===== config.mk =====
export PLATFORM = sky130hd
export DESIGN_NAME = mux_4_1_flat
export DESIGN_NICKNAME = d
export VERILOG_FILES = /design/src/rtl/mux_4_1_if.sv /design/src/rtl/mux_4_1.sv /design/src/flat_wrapper.sv
export SDC_FILE = /design/constraint.sdc
export NUM_CORES = 1
export LEC_CHECK = 0
export ABC_CLOCK_PERIOD_IN_PS = 1710
export CAP_MARGIN = 20
export CORE_AREA = 2 2 39 41
export DETAILED_ROUTE_END_ITERATION = 16
export DIE_AREA = 0 0 41 43
export PLACE_DENSITY = 0.79
export SETUP_SLACK_MARGIN = 0.3
export SLEW_MARGIN = 20
export SYNTH_ARGS = -nofsm -noshare
export SYNTH_HDL_FRONTEND = slang
export SYNTH_SLANG_ARGS = --single-unit

===== constraint.sdc =====
create_clock -name vclk -period 1.71
set_input_delay 0.342 -clock vclk [all_inputs]
set_output_delay 0.342 -clock vclk [all_outputs]
set_load 0.02 [all_outputs]

===== src/rtl/mux_4_1_if.sv =====
`default_nettype none
// ============================================================================
// Module   : mux_4_1_if
// Purpose  : Bundles the operand/select inputs and the result outputs of the
//            mux_4_1 operation selector.
// Signals  : in_valid  - operands/select valid this cycle
//            select    - 2-bit operation select (00 AND, 01 OR, 10 ADD, 11 XOR)
//            a, b      - 5-bit unsigned operands
//            sum       - 5-bit selected result
//            carry_out - carry from the ADD path, 0 for other selects
//            out_valid - sum/carry_out valid
// Modports : master drives operands and receives results; slave is the
//            selector side.
// Revision : 1.0 - initial release
// ============================================================================
interface mux_4_1_if;
  logic       in_valid;
  logic [1:0] select;
  logic [4:0] a;
  logic [4:0] b;
  logic [4:0] sum;
  logic       carry_out;
  logic       out_valid;

  modport master (
    output in_valid, select, a, b,
    input  sum, carry_out, out_valid
  );

  modport slave (
    input  in_valid, select, a, b,
    output sum, carry_out, out_valid
  );
endinterface
`default_nettype wire


===== src/rtl/mux_4_1.sv =====
`default_nettype none
// ============================================================================
// Module   : mux_4_1
// Purpose  : 5-bit four-way operation selector. AND, OR, ADD and XOR of the
//            two operands are computed in parallel and a 4:1 mux picks one.
//            carry_out carries the ADD overflow bit and is 0 otherwise.
// Build    : MUX_4_1_OUTREG_EN defined   -> outputs registered, 1-cycle
//                                           latency, async active-low clear.
//            MUX_4_1_OUTREG_EN undefined -> purely combinational, zero
//                                           latency; clk/rst_n unused.
// Ports    : clk   - rising-edge clock
//            rst_n - asynchronous reset, active low
//            bus   - mux_4_1_if slave modport (in_valid, select, a, b,
//                    sum, carry_out, out_valid)
// Revision : 1.0 - initial release
// ============================================================================
module mux_4_1 (
  input  wire logic clk,
  input  wire logic rst_n,
  mux_4_1_if.slave  bus
);

  logic [4:0] w_and;
  logic [4:0] w_or;
  logic [4:0] w_xor;
  logic [5:0] w_add;
  logic [4:0] w_sum;
  logic       w_carry;

  assign w_and = bus.a & bus.b;
  assign w_or  = bus.a | bus.b;
  assign w_xor = bus.a ^ bus.b;
  // Zero-extend both operands so bit 5 holds the carry.
  assign w_add = {1'b0, bus.a} + {1'b0, bus.b};

  // Any select that is not a clean 00..11 (X/Z included) lands in the
  // default branch and yields the AND result with no carry.
  always_comb begin
    w_sum   = w_and;
    w_carry = 1'b0;
    case (bus.select)
      2'b00: begin
        w_sum   = w_and;
        w_carry = 1'b0;
      end
      2'b01: begin
        w_sum   = w_or;
        w_carry = 1'b0;
      end
      2'b10: begin
        w_sum   = w_add[4:0];
        w_carry = w_add[5];
      end
      2'b11: begin
        w_sum   = w_xor;
        w_carry = 1'b0;
      end
      default: begin
        w_sum   = w_and;
        w_carry = 1'b0;
      end
    endcase
  end

`ifdef MUX_4_1_OUTREG_EN
  logic [4:0] r_sum;
  logic       r_carry;
  logic       r_valid;

  // Data is captured every cycle; in_valid only travels alongside it.
  always_ff @(posedge clk or negedge rst_n) begin
    if (!rst_n) begin
      r_sum   <= 5'b00000;
      r_carry <= 1'b0;
      r_valid <= 1'b0;
    end else begin
      r_sum   <= w_sum;
      r_carry <= w_carry;
      r_valid <= bus.in_valid;
    end
  end

  assign bus.sum       = r_sum;
  assign bus.carry_out = r_carry;
  assign bus.out_valid = r_valid;
`else
  // Clock and reset have no role in the combinational build.
  logic w_unused_clk_rst;
  assign w_unused_clk_rst = clk ^ rst_n;

  assign bus.sum       = w_sum;
  assign bus.carry_out = w_carry;
  assign bus.out_valid = bus.in_valid;
`endif

endmodule
`default_nettype wire


===== src/flat_wrapper.sv =====
// flat-port wrapper written by rule: the top's interface ports become plain ports
module mux_4_1_flat 
  (clk, rst_n, bus_in_valid, bus_select, bus_a, bus_b, bus_sum, bus_carry_out, bus_out_valid);
  mux_4_1_if bus_i ();
  input  wire logic clk;
  input  wire logic rst_n;
  input wire logic [$bits(bus_i.in_valid)-1:0] bus_in_valid;
  input wire logic [$bits(bus_i.select)-1:0] bus_select;
  input wire logic [$bits(bus_i.a)-1:0] bus_a;
  input wire logic [$bits(bus_i.b)-1:0] bus_b;
  output wire logic [$bits(bus_i.sum)-1:0] bus_sum;
  output wire logic [$bits(bus_i.carry_out)-1:0] bus_carry_out;
  output wire logic [$bits(bus_i.out_valid)-1:0] bus_out_valid;
  assign bus_i.in_valid = bus_in_valid;
  assign bus_i.select = bus_select;
  assign bus_i.a = bus_a;
  assign bus_i.b = bus_b;
  assign bus_sum = bus_i.sum;
  assign bus_carry_out = bus_i.carry_out;
  assign bus_out_valid = bus_i.out_valid;
  mux_4_1 u_core (.clk(clk), .rst_n(rst_n), .bus(bus_i));
endmodule

==> flow_metrics.tcl <==
set metrics [dict create \
    status "finished with violations" \
    failed_checks "setup timing" \
    cp.arrival_ns 1.67 \
    routed_wl_um 1190 \
    grt_overflow 0 \
    endpoint "bus_sum[1]" \
    start_util_pct 30.8 \
    rsz0062_at_grt "true" \
    total_leakage_power_uw 0.000412 \
    antenna_found_initial 0 \
    layout-drive-gt1-share_pct 66.3 \
    tightestPinTransition_ns 0.322 \
    endpoint_kind "primary output" \
    crit_required_ns 1.37 \
    drc 0 \
    finalCriticalPeriod_ns 2.01 \
    ff_latch_area_um2 0 \
    vdd_drop_max_v 0.000105 \
    grt_pass1_wl_um 2020 \
    finalHoldViolations 0 \
    cp_top_family "adder cells" \
    die-height_um 43 \
    max_freq_ghz 0.497 \
    start_kind "primary input" \
    finalWorstSetupSlack_ns -0.301 \
    syn_nets 85 \
    ios 22 \
    p_switching_uw 119 \
    p_int_uw 146 \
    total_power_uw 264 \
    route.met2.wl_um 720 \
    timing.setup.tns_ns -0.990 \
    switching_share_pct 44.9 \
    final_cells 108 \
    die_area_um2 1760 \
    place_inst 104 \
    seqPwrFrac_pct 0 \
    grt_max_degree 6 \
    syn_avg_cell_area_um2 7.23 \
    syn_area_um2 427 \
    synth-seq-area-share_pct 0 \
    num_antenna_cells 0 \
    hp-class "primary input to primary output" \
    fp.dieW_um 41 \
    power_density_nw_per_um2 306 \
    power_frac_clock_pct 0 \
    yosysTopAreaCell "ha_1" \
    dp_hpwl_um 952 \
    final_util_pct 62.5 \
    portBuffers 18 \
    seq_cell_count 0 \
    drtIter0Drc 3 \
    grt_pass1_vias 526 \
    yosysTopAreaCellShare_pct 29.3 \
    crit_cells 5 \
    layout_commonest_cell "buf_4" \
    grtUsageTotal_pct 15.8 \
    drv_slew 0 \
    cap_violations 0 \
    globalplace.congestion 0.815 \
    coreArea_um2 1380 \
    layout_common_cells "21 x buf_4, 7 x inv_2, 5 x inv_1, 5 x ha_4, 5 x buf_6" \
    worstSetupStartpoint "bus_a[0]" \
    nNetsFinal 120 \
    met3WireLength_um 36 \
    clkbuf_count 0 \
    yosysWarnings 0 \
    drtPass1Iterations 4 \
    comb_power_share_pct 100.0 \
    critical_path.max_stage_delay_ns 0.49 \
    synthCells 59 \
    dr_total_vias 503 \
    dp_slack_ns -1.21 \
    std_cell_rows 14 \
    slew-limit-headroom_pct 78.4 \
    top_layer "met3" \
    ys_types 25 \
    drt-met1-wl_um 432 \
    setup_viol 5 \
    wire_per_inst_um 11.0 \
    postRouteAntennaNets 0 \
    path_cells "buf_8, ha_4, fa_2, mux4_2, buf_6" \
    via_per_inst 4.66 \
    synthTopCellsByArea "ha_1 29%, inv_1 11%, nor2b_1 5.9%, mux4_2 5.3%, fa_1 4.7%" \
    fin_crit_sh_pct 118 \
    worstPathMaxFanout 3 \
    crit_path_top_delay_cell "mux4_2" \
    areaGrowthSynthToFinish_pct 103 \
    crit_type "primary input to primary output" \
    critPathBufInv 2 \
]
[power by group through the flow]
stage / logic [uW] / registers (uW) / clock network [uW]
after detailed placement: 240 / 0 / 0
after global placement: 233 / 0 / 0
after CTS: 261 / 0 / 0
after floorplan: 130 / 0 / 0
final: 264 / 0 / 0
after global routing: 289 / 0 / 0
[worst min path at each step]
stage                            start       endpoint  slack (ns)  cells after the start
final                     bus_in_valid  bus_out_valid        0.68                      0
after global routing      bus_in_valid  bus_out_valid        0.68                      0
after CTS                 bus_in_valid  bus_out_valid        0.68                      0
after detailed placement  bus_in_valid  bus_out_valid        0.68                      0
after global placement    bus_in_valid  bus_out_valid        0.68                      0
after floorplan           bus_in_valid  bus_out_valid        0.80                      1
[cells by family (layout without fill, tap and decap cells)]
family                   after synthesis  in the layout  share of synthesized area, %
AND/OR/NAND/NOR                       17             17                          21.1
buffers and inverters                 16             49                          16.1
adder cells (fa/ha/maj)               11             11                          34.0
AO/OA/AOI/OAI                         11             11                          16.7
multiplexers                           3              3                          9.97
XOR/XNOR                               1              1                          2.05
[layer usage]
layer	vias up	track usage [%]
met1	235	16.7
met4	0	0
met5	-	0
met2	9	32.8
met3	0	0
li1	259	-
[Yosys cell counts]
cell type and instances:
nor2_1 3, a21oi_1 1, nand2_1 3, xnor2_1 1
a31oi_1 1, or3_1 1, a21o_2 1, ha_1 10
nor2b_1 4, mux2i_1 2, buf_2 1, and2_1 1
inv_1 13, o31a_1 1, buf_4 2, o31ai_1 1
fa_1 1, nand3_1 2, mux4_2 1, or4_1 1
o211ai_1 1, a211oi_1 1, and3_2 1, nor3_1 1
o21ai_0 4
[metrics by stage]
| step | hold slack [ns] | area [um^2] |
|---|---|---|
| after floorplan | 0.797 | 500 |
| after global placement | 0.684 | 786 |
| after detailed placement | 0.684 | 786 |
| after CTS | 0.684 | 857 |
| after global routing | 0.684 | 865 |
| final | 0.684 | 865 |
[what timing repair did]
item                                    in CTS  in global routing
gates resized for setup                     93                  5
endpoints found under the setup margin       6                  6
pin swaps                                   12                  3
hold buffers                                 0                  0
gates cloned                                 1                  0
setup buffers                                3                  0
[final cells by class]
type               count  area, um^2
fillers              130         519
multi-input cells     43         485
repair buffers        36         305
inverters             13        53.8
well taps             16        20.0
(Power assumes the default switching activity.)
